**src/rtl/cpu_types_pkg.sv**
```systemverilog
// ============================================================================
// Module : cpu_types_pkg
// Brief  : Shared CPU types: word, RAM status, arbiter state, poison word.
// Rev    : 1.0  initial release
// ============================================================================
`default_nettype none

package cpu_types_pkg;

    typedef logic [31:0] word_t;

    typedef enum logic [1:0] {
        FREE   = 2'd0,
        BUSY   = 2'd1,
        ACCESS = 2'd2,
        ERROR  = 2'd3
    } ramstate_t;

    typedef enum logic [1:0] {
        IDLE = 2'd0,
        IGNT = 2'd1,
        DGNT = 2'd2
    } arb_state_t;

    // Returned to a cache whose transfer was abandoned after too many errors
    localparam word_t c_POISON = 32'hBAD1BAD1;

endpackage

`default_nettype wire

```
**src/rtl/mem_arbiter.sv**
```systemverilog
// ============================================================================
// Module : mem_arbiter
// Brief  : Round-robin arbiter sharing one RAM port between icache and dcache.
// Rev    : 1.0  initial release
// ============================================================================
`default_nettype none

module mem_arbiter
    import cpu_types_pkg::*;
#(
    parameter int MAX_RETRY = 3
) (
    input  logic      CLK,
    input  logic      nRST,
    input  logic      iREN,
    input  word_t     iaddr,
    input  logic      dREN,
    input  logic      dWEN,
    input  word_t     daddr,
    input  word_t     dstore,
    output logic      iwait,
    output logic      dwait,
    output word_t     iload,
    output word_t     dload,
    output logic      ramREN,
    output logic      ramWEN,
    output word_t     ramaddr,
    output word_t     ramstore,
    input  word_t     ramload,
    input  ramstate_t ramstate,
    output logic      bus_err
);

    localparam int             c_RW        = $clog2(MAX_RETRY + 2);
    localparam logic [c_RW-1:0] c_RETRY_MAX = c_RW'(MAX_RETRY);
    localparam logic           c_GNT_I     = 1'b0;
    localparam logic           c_GNT_D     = 1'b1;

    arb_state_t      r_state;
    logic            r_last_gnt;
    logic [c_RW-1:0] r_retry;
    logic            r_bus_err;

    logic w_dreq;
    logic w_gnt_req;
    logic w_err;
    logic w_done;
    logic w_abandon;
    logic w_finish;

    assign w_dreq    = dREN | dWEN;
    assign w_gnt_req = (r_state == IGNT) ? iREN :
                       (r_state == DGNT) ? w_dreq : 1'b0;
    assign w_err     = (ramstate == ERROR);
    // A dropped request overrides whatever the RAM reports that cycle
    assign w_done    = w_gnt_req && (ramstate == ACCESS);
    assign w_abandon = w_gnt_req && w_err && (r_retry >= c_RETRY_MAX);
    assign w_finish  = w_done | w_abandon;
    assign bus_err   = r_bus_err;

    always_ff @(posedge CLK or negedge nRST) begin
        if (!nRST) begin
            r_state    <= IDLE;
            r_last_gnt <= c_GNT_I;
            r_retry    <= '0;
            r_bus_err  <= 1'b0;
        end else begin
            case (r_state)
                IDLE: begin
                    // Every grant is entered from IDLE, so clearing here clears on entry
                    r_retry <= '0;
                    if (w_dreq && !(r_last_gnt == c_GNT_D && iREN)) begin
                        r_state <= DGNT;
                    end else if (iREN) begin
                        r_state <= IGNT;
                    end
                end
                IGNT, DGNT: begin
                    if (w_err) begin
                        r_bus_err <= 1'b1;
                    end
                    if (!w_gnt_req) begin
                        r_state <= IDLE;
                    end else if (w_finish) begin
                        r_state    <= IDLE;
                        r_last_gnt <= (r_state == DGNT) ? c_GNT_D : c_GNT_I;
                    end else if (w_err) begin
                        r_retry <= r_retry + 1'b1;
                    end
                end
                default: r_state <= IDLE;
            endcase
        end
    end

    always_comb begin
        iwait    = 1'b1;
        dwait    = 1'b1;
        iload    = '0;
        dload    = '0;
        ramREN   = 1'b0;
        ramWEN   = 1'b0;
        ramaddr  = '0;
        ramstore = '0;
        case (r_state)
            IGNT: begin
                ramREN  = 1'b1;
                ramaddr = iaddr;
                iwait   = ~w_finish;
                iload   = w_done ? ramload : (w_abandon ? c_POISON : '0);
            end
            DGNT: begin
                // A write takes precedence over a simultaneous read
                ramREN   = dREN & ~dWEN;
                ramWEN   = dWEN;
                ramaddr  = daddr;
                ramstore = dstore;
                dwait    = ~w_finish;
                dload    = w_done ? ramload : (w_abandon ? c_POISON : '0);
            end
            default: ;
        endcase
    end

endmodule

`default_nettype wire

```
**config.mk**
```make
export PLATFORM = sky130hd
export DESIGN_NAME = mem_arbiter
export DESIGN_NICKNAME = d
export VERILOG_FILES = /design/src/rtl/cpu_types_pkg.sv /design/src/rtl/mem_arbiter.sv
export SDC_FILE = /design/constraint.sdc
export NUM_CORES = 1
export LEC_CHECK = 0
export BUFFER_PORTS_ARGS = -buffer_cell sky130_fd_sc_hd__buf_2
export CAP_MARGIN = 40
export CORE_AREA = 3 3 103 105
export CTS_BUF_LIST = sky130_fd_sc_hd__clkbuf_4 sky130_fd_sc_hd__clkbuf_8 sky130_fd_sc_hd__clkbuf_16
export CTS_CLUSTER_SIZE = 20
export DETAILED_ROUTE_END_ITERATION = 12
export DIE_AREA = 0 0 106 108
export PLACE_DENSITY = 0.56
export SYNTH_ARGS = -nofsm -noshare
export SYNTH_HDL_FRONTEND = slang
export SYNTH_SLANG_ARGS = --single-unit
export TNS_END_PERCENT = 50
```
**constraint.sdc**
```tcl
create_clock -name CLK -period 2.45 [get_ports CLK]
set_input_delay 0.49 -clock CLK [delete_from_list [all_inputs] [get_ports CLK]]
set_output_delay 0.49 -clock CLK [all_outputs]
set_load 0.005 [all_outputs]
```
==> results.cfg, run 1 <==
[status]
status = finished, final reports clean

[grt]
antenna_found_initial = 0
grt_pass1_vias = 2575
grt_max_degree = 36
grtUsageMet3 = 0.02388
grt.busiest_layer = met2
grtUsageMet2 = 0.2896
grt_pass1_wl_um = 13630
gr-usage-all-layers = 0.1469
grt_overflow_total = 0
met1_usage = 0.1614

[routing]
first_pass_iters = 4
drt-initial-drc-count = 173
detail_route.wl_per_cell_um = 14.91
drt_wl_total_um = 9679
drcViolationCount = 0
dr_total_vias = 2757
ant_nets = 0
viasPerCell = 4.248

[layout]
nets = 657
drive_above_1_share = 0.5756
register_area_um2 = 175.2
multi_input_area_mm2 = 0.001454
area_growth_pct = 91.84
fillers = 1056
n_antenna_cell = 0

[power_and_ir_drop]
p_leak_uw = 0.001977
powerDensity_mw_per_mm2 = 740.3
power.total_uw = 2438
peakVddDrop_mv = 0.3370

[critical_path]
path_cells = ha_1, ha_1, nor2_2, a31oi_4, nand3_4, buf_12, nor2_1, buf_2
critPathLaunchType = flop
arrival_ns = 1.85
max_stage_delay_ns = 0.39
path_delay_family = flip-flops
path_class = reg2out
critPathSlowestCell = dfrtp_1
crit_required_ns = 1.96
path_buf_inv = 2
crit_top_cell = ha_1
cp_max_fo = 19
critPathCaptureType = primary output

[timing]
tns_ns = 0
hold_viol_final = 0
max_freq_mhz = 427.5
maxSlewHeadroom = 0.7799
setup_ws_ns = 0.1110
clock_skew_ns = 0.001386
finalSetupViolations = 0
rsz0062_at_grt = yes
tightest_slew_ns = 0.3301
finalCriticalPeriod_ns = 2.339
min_period_over_period = 0.9547
holdWs_ns = 0.08698
slew_violations = 0

[floorplanning]
io_pins = 268
die_height_um = 108
die_w_um = 106
die_area_mm2 = 0.01145
core_mm2 = 0.009729
initial_core_util = 0.1764
num_rows = 36

[yosys]
synthArstFlopShare = 1.000
synth.cell_area_mm2 = 0.001717
synth_area_per_cell_um2 = 6.706
ys_seq_elements = 7
synth_cell_types = 36
synthTopCellsByCount = and2_1 (62), nor2_1 (57), a22oi_1 (32), nor2b_1 (32), clkbuf_1 (11)
synth_flop_cell = dfrtp_1
yosys.cell_count.top_type = and2_1
syn-num-nets = 396
synth.top_cell.area_share = 0.2259
synth-edff-count = 0
synth_area_leaders = and2_1 (23%), a22oi_1 (14%), nor2_1 (12%)
synth_area_leader_cell = and2_1
ys_seq_area_frac = 0.1020
yosysWarnings = 0
syn_inst = 256

[clock_tree]
htree_levels = 1
clk_latency_ns = 0.23
clk_path_buf_depth = 2
cts.sink_count = 7
clk_pin_slew_ns = 0.04
cts_hold_buf = 0
cts-buffers-inserted = 3
cts_tree = built
cts-root-buf = clkbuf_8

[placement]
post-place-ws_ns = 0.2800
gp_congestion = 0.7676
port-buffer-count = 267
dp_hpwl_um = 7987

[run]
drv_cap = 0

[worst_hold_path]
worstHoldPathType = in2async
==> layout make-up <==
type | count | share of cell area
tap | 133 | 0.05053
clock inverter | 1 | 0.001520
timing repair buffer | 276 | 0.4339
multi-input combinational | 223 | 0.4415
sequential | 7 | 0.05319
inverter | 6 | 0.006839
clock buffer | 3 | 0.01254
==> cells by family (layout without fill, tap and decap cells) <==
logic type,Yosys count,after routing,synth area share
AOI/OAI and AO/OA,40,40,0.1844
adders and majority gates,5,5,0.03644
buffers and inverters,28,286,0.07653
DFF,7,7,0.1020
muxes,3,3,0.01822
and+or+nand+nor,173,175,0.5824
==> worst register-to-register path, delay by kind of cell, from the launching register on <==
family	cells	cell delay [ns]
DFF	1	0.43
AOI/OAI and AO/OA	1	0.20
and+or+nand+nor	2	0.39
adders and majority gates	1	0.27
muxes	1	0.22
buffers and inverters	2	0.47
==> path summary, 6_finish.rpt <==
check	depth (start not counted)	slack (ns)	endpoint	start
setup / recovery	8	0.11	dload[16]	r_retry[0]$_DFFE_PN0P_
hold / removal	1	0.09	r_retry[0]$_DFFE_PN0P_	nRST
setup reg to reg	7	0.40	r_retry[1]$_DFFE_PN0P_	r_state[0]$_DFFE_PN0P_
hold reg to reg	1	0.47	bus_err$_DFFE_PN0P_	bus_err$_DFFE_PN0P_
max in group asynchronous	1	2.20	r_last_gnt$_DFFE_PN0P_	nRST
min in group CLK	1	0.47	bus_err$_DFFE_PN0P_	bus_err$_DFFE_PN0P_
==> per-stage QoR <==
step,cell area (um2),cells,util
after floorplan,1717,256,-
after global placement,3178,641,0.3266
after detailed placement,3178,641,0.3266
after CTS,3224,645,0.3314
after global routing,3293,649,0.3385
final,3293,649,0.3385
==> cell usage in the layout, fill, tap and decap left out, types with 3 or more instances in the layout <==
cell type,instances
nand2_1,3
dfrtp_1,7
a22oi_1,32
buf_4,7
ha_1,3
clkbuf_8,3
nand3_4,3
and2_1,62
nand2b_1,3
inv_1,6
nor2b_1,32
buf_2,267
nor2_1,57
==> per-layer routing <==
metal | vias up | wire length (um)
met5 | - | 0
met4 | 0 | 195
met3 | 6 | 689
met2 | 133 | 5189
met1 | 1246 | 3604
li1 | 1372 | -
==> registers in the layout, summed over array words and instances, names as in the netlist <==
| signal | count |
|---|---|
| r_retry | 3 |
| r_state | 2 |
| r_last_gnt | 1 |
| bus_err | 1 |
==> power by group <==
part	switching (uW)	internal [uW]	leakage, uW
Combinational	1080	1010	0.00186
Sequential	31.7	147	0.0000888
Clock	56.0	111	0.0000255
Total	1170	1270	0.00198
==> what timing repair did <==
item | CTS | global route
endpoints found under the setup margin | 0 | 66
endpoints found under the hold margin | 0 | 0
resized for setup | 0 | 3
setup buffers | 0 | 2
(Power assumes the default switching activity.)
==> run 2: changes to the inputs <==
- clock period: 2.45 -> 2.5 ns (I/O delays scaled with it)
==> run 2 against run 1 <==
Routed wire length fell by 3.4%. Sequential share of layout area is 0.080 points higher. Setup slack improved by 0.031 ns. Final cell count shrank 0.31%. Non-clock buffer count unchanged. Combinational power shrank 5%. Critical path depth is 1 lower. Total power decreased by 4.3%.
==> results.cfg, run 2 (same netlist as run 1, synthesis figures left out) <==
[critical_path]
crit_required_ns = 2.00
critPathCaptureType = primary output
arrival_ns = 1.86
path_class = reg2out
critPathLaunchType = flop
crit_path_start = r_retry[0]$_DFFE_PN0P_
cp_max_fo = 19
r2r_start = r_state[0]$_DFFE_PN0P_

[power_and_ir_drop]
p_sw_frac = 0.4778
p_leak_uw = 0.001966
net-switching-power_uw = 1114
pwr-share-clk = 0.072
peakVddDrop_mv = 0.3298
seqPwrFrac = 0.074
power.internal_uw = 1218
powerDensity_mw_per_mm2 = 718.8
p_comb_frac = 0.854

[routing]
dr_total_vias = 2718
ant_nets = 0
drt-initial-drc-count = 191
viasPerCell = 4.201
first_pass_iters = 4
drt_wl_total_um = 9346
drcViolationCount = 0
detail_route.wl_per_cell_um = 14.45

[timing]
finalSetupViolations = 0
holdWs_ns = 0.1024
setup_ws_ns = 0.1421
slew_violations = 0
maxSlewHeadroom = 0.7696
finalCriticalPeriod_ns = 2.358
tightest_slew_ns = 0.3456
clock_skew_ns = 0.004534
min_period_over_period = 0.9431
hold_viol_final = 0
max_freq_mhz = 424.1
rsz0062_at_grt = yes

[floorplanning]
die_w_um = 106
die_area_mm2 = 0.01145
initial_core_util = 0.1764
core_mm2 = 0.009729
io_pins = 268
num_rows = 36
die_height_um = 108

[grt]
grt_overflow_total = 0
grt_pass1_wl_um = 13640
gr-usage-all-layers = 0.1476
grt_pass1_vias = 2556
grt_max_degree = 36
antenna_found_initial = 0

[run]
drv_cap = 0

[clock_tree]
cts-buffers-inserted = 3
clk_pin_slew_ns = 0.04
cts-root-buf = clkbuf_8
cts_tree = built
clk_latency_ns = 0.23
htree_levels = 1
clk_path_buf_depth = 2
cts_hold_buf = 0
cts.sink_count = 7

[layout]
nets = 655
reg_top3 = r_retry x3, r_state x2
regMostFlops = r_retry
n_antenna_cell = 0
layout_commonest_cell = buf_2
fin_util = 0.3335
final_cell_mix = buf_2 (267), and2_1 (62), nor2_1 (57), a22oi_1 (32), nor2b_1 (32)
drive_above_1_share = 0.5739
area_growth_pct = 88.99
largest_reg_flops = 3

[placement]
gp_congestion = 0.7841
port-buffer-count = 267
dp_hpwl_um = 7981
post-place-ws_ns = 0.3048

[worst_hold_path]
worstHoldPathType = in2async

[status]
status = finished, final reports clean
==> run 2: cell count changes in the layout (fill, tap and decap cells not counted), sizes merged <==
cell,change
clkbuf,+1
and4b,-1
clkinv,-1
nand3,-1
==> run 2: what timing repair did <==
action                     CTS  global route
resized for setup            0             1
setup endpoints to repair    0            44
setup buffers                0             1
==> run 2: routing by layer <==
metal  vias to the layer above  GRT usage  routed length (um)
li1                       1356          -                   -
met1                      1231     0.1630                3414
met2                       125     0.2914                5106
met3                         6    0.03104                 699
met4                         0    0.02683                 126
met5                         -          0                   0
==> run 2: cell type report <==
| class | instances | area (um2) |
|---|---|---|
| flip-flops and latches | 7 | 175.2 |
| repair buffers | 276 | 1416 |
| inverters | 6 | 22.52 |
| clock buffers | 4 | 48.80 |
| fillers | 1049 | 6485 |
| well taps | 133 | 166.4 |
| multi-input cells | 221 | 1415 |
==> run 2: power by group through the flow <==
stage	Sequential [uW]	Clock, uW	Combinational [uW]
after floorplan	165	0	1170
after detailed placement	173	0	2000
final	172	168	1990
after global routing	177	181	2190
after global placement	170	0	1990
after CTS	171	172	2010
==> run 2: worst paths after layout <==
check,slack (ns),endpoint,cells past startpoint
setup / recovery,0.14,iload[23],7
hold / removal,0.10,r_retry[2]$_DFFE_PN0P_,1
setup reg to reg,0.46,r_retry[0]$_DFFE_PN0P_,7
hold reg to reg,0.47,bus_err$_DFFE_PN0P_,1
max in group asynchronous,2.23,r_last_gnt$_DFFE_PN0P_,1
min in group CLK,0.47,bus_err$_DFFE_PN0P_,1
==> run 2: worst max-delay path, stage by stage, from the launching register on <==
cell and delay, ns:
dfrtp_1 0.40, ha_1 0.17, ha_1 0.15, nor2_2 0.06, a31oi_4 0.29, nand3_4 0.26
nor2_1 0.17, buf_2 0.14
==> run 2: through the flow <==
| stage | std cells | TNS (ns) | total power (uW) | cell area (um2) |
|---|---|---|---|---|
| after global placement | 642 | 0 | 2156 | 3173 |
| after global routing | 647 | -0.03054 | 2548 | 3244 |
| after floorplan | 256 | 0 | 1334 | 1717 |
| after CTS | 646 | 0 | 2350 | 3222 |
| after detailed placement | 642 | 0 | 2169 | 3173 |
| final | 647 | 0 | 2332 | 3244 |
==> run 3: changes to the inputs <==
- ABC_AREA: not set -> 1
- CAP_MARGIN: 40 -> 20
- CORE_AREA: 3 3 103 105 -> 3 3 104 106
- DIE_AREA: 0 0 106 108 -> 0 0 107 109
- PLACE_DENSITY: 0.56 -> 0.55
==> run 3 against run 2 <==
Die area grew 1.9%. Global-route usage shrank 0.82 points. Clock power grew 6%. Highest routed layer is now met5.
==> results.cfg, run 3 <==
[critical_path]
cp_max_fo = 5
crit_required_ns = 2.00
path_class = reg2out
critPathCaptureType = primary output
critPathLaunchType = flop
r2r_start = r_state[0]$_DFFE_PN0P_
crit_path_start = r_state[0]$_DFFE_PN0P_
arrival_ns = 1.98

[yosys]
syn-num-nets = 493
syn_inst = 353
synthTopCellsByCount = nand2_1 (115), inv_1 (79), a21oi_1 (70)
synthMuxAreaShare = 0
ys_seq_elements = 7
yosys.cell_count.top_type = nand2_1
yosys.area_share.simple = 0.4000
ys_seq_area_frac = 0.1033
synth-compound-area-share = 0.2199
synth_area_leader_cell = nand2_1
synthXorXnorAreaFrac = 0
synth_cell_types = 20
synth_area_leaders = nand2_1 (25%), a21oi_1 (21%), inv_1 (17%)
synthArstFlopShare = 1.000
synth-edff-count = 0
synth.cell_area_mm2 = 0.001695
synth_top_family_by_area = simple AND/OR/NAND/NOR gates
synth_flop_cell = dfrtp_1
synth.top_cell.area_share = 0.2546
yosysWarnings = 0
synth_area_per_cell_um2 = 4.803
synthAdderAreaFrac = 0.03690

[clock_tree]
cts-root-buf = clkbuf_8
htree_levels = 1
clk_path_buf_depth = 2
clk_pin_slew_ns = 0.04
cts_hold_buf = 0
cts_tree = built
cts.sink_count = 7
cts-buffers-inserted = 3
clk_latency_ns = 0.23

[grt]
grt_overflow_total = 0
antenna_found_initial = 2
gr-usage-all-layers = 0.1393
grt_pass1_vias = 2820
grt_max_degree = 68
grt_pass1_wl_um = 13340

[worst_hold_path]
worstHoldPathType = in2async

[timing]
max_freq_mhz = 403.7
min_period_over_period = 0.9909
finalCriticalPeriod_ns = 2.477
rsz0062_at_grt = yes
clock_skew_ns = 0.004338
maxSlewHeadroom = 0.6812
tightest_slew_ns = 0.4777
hold_viol_final = 0
finalSetupViolations = 0
slew_violations = 0

[power_and_ir_drop]
p_leak_uw = 0.002388
peakVddDrop_mv = 0.2936
power.total_uw = 2057
powerDensity_mw_per_mm2 = 598.0

[layout]
drive_above_1_share = 0.5033
largest_reg_flops = 3
layout_commonest_cell = buf_2
area_growth_pct = 102.9
final_cell_mix = buf_2 (267), nand2_1 (112), inv_1 (78), a21oi_1 (62), nor3_1 (26)
fin_cells = 747
reg_top3 = r_retry x3, r_state x2
multi_input_area_mm2 = 0.001189
register_area_um2 = 175.2
fillers = 1059
stdcell_area_mm2 = 0.003440
n_antenna_cell = 0
nets = 755
regMostFlops = r_retry

[floorplanning]
core_mm2 = 0.009864
die_height_um = 109
initial_core_util = 0.1719
die_w_um = 107
die_area_mm2 = 0.01166
io_pins = 268
num_rows = 36

[routing]
detail_route.wl_per_cell_um = 12.73
drt-initial-drc-count = 330
drt_wl_total_um = 9509
first_pass_iters = 4
dr_total_vias = 3130
viasPerCell = 4.190
drcViolationCount = 0
ant_nets = 0

[run]
drv_cap = 0

[placement]
dp_cells = 734
port-buffer-count = 267
dp_hpwl_um = 7574
place_area_mm2 = 0.003163
gp_congestion = 0.8065

[status]
status = finished, final reports clean
==> run 3: cell types whose count changed after synthesis, moves of 28 or more <==
cell / previous run / this run
nor2_1: 57 / 2
and2_1: 62 / 1
inv_1: 6 / 79
nand2_1: 3 / 115
nor3_1: 0 / 28
a21oi_1: 1 / 70
a22oi_1: 32 / 0
nor2b_1: 32 / 0
==> run 3: worst paths after layout <==
path | depth (start not counted) | endpoint | slack (ns)
max in group asynchronous | 1 | r_retry[2]$_DFFE_PN0P_ | 2.22
min | 1 | r_state[1]$_DFFE_PN0P_ | 0.10
max | 13 | dload[23] | 0.02
min in group CLK | 1 | bus_err$_DFFE_PN0P_ | 0.48
min reg2reg | 1 | bus_err$_DFFE_PN0P_ | 0.48
max reg2reg | 8 | r_retry[0]$_DFFE_PN0P_ | 0.53
==> run 3: what timing repair did <==
action | 4_1_cts | 5_1_grt
pin swaps | 0 | 2
gates resized for setup | 3 | 30
endpoints found under the hold margin | 0 | 0
gates cloned | 0 | 2
buffers inserted | 0 | 7
endpoints found under the setup margin | 18 | 65
==> run 3: final cells by class <==
type,instances,area share
inverter,81,0.09203
sequential,7,0.05093
tap,133,0.04838
clock buffer,4,0.01419
multi-input combinational,239,0.3456
timing repair buffer,283,0.4489
==> run 3: metrics by stage <==
step	hold slack, ns	setup WS [ns]	utilization	setup TNS [ns]
after global routing	0.1108	-0.07972	0.3487	-0.6153
after CTS	0.1037	0.01077	0.3266	0
after detailed placement	0.3551	0.1733	0.3206	0
final	0.1031	0.02264	0.3487	0
after floorplan	0.2044	0.4198	-	0
after global placement	0.3536	0.2252	0.3206	0
==> run 3: critical path: stages (launching register included) <==
cell and delay, ns:
dfrtp_1 0.40, inv_2 0.09, ha_4 0.18, clkinv_8 0.06
nor2_4 0.08, nand2_2 0.06, nand2_2 0.08, nand3_2 0.08
inv_2 0.11, nand2_4 0.09, clkbuf_16 0.17, buf_6 0.12
a21oi_2 0.09, buf_2 0.12
==> run 3: logic make-up (layout without fill, tap and decap cells) <==
logic type      after synthesis  after routing
compound gates               74             74
fa+ha+maj                     5              5
buf+inv                     107            368
flops                         7              7
simple gates                160            160
==> run 3: power by group <==
group	switching [uW]	internal (uW)	total (uW)
combinational	1030	684	1710
sequential	23.3	141	165
clock	56.2	122	178
total	1110	947	2060
==> run 3: layer usage <==
| layer | vias up | global-route usage | share of wire |
|---|---|---|---|
| li1 | 1601 | - | - |
| met1 | 1328 | 0.1504 | 0.38 |
| met2 | 185 | 0.2783 | 0.51 |
| met3 | 12 | 0.02960 | 0.097 |
| met4 | 4 | 0.02648 | 0.0096 |
| met5 | - | 0 | 0.0019 |
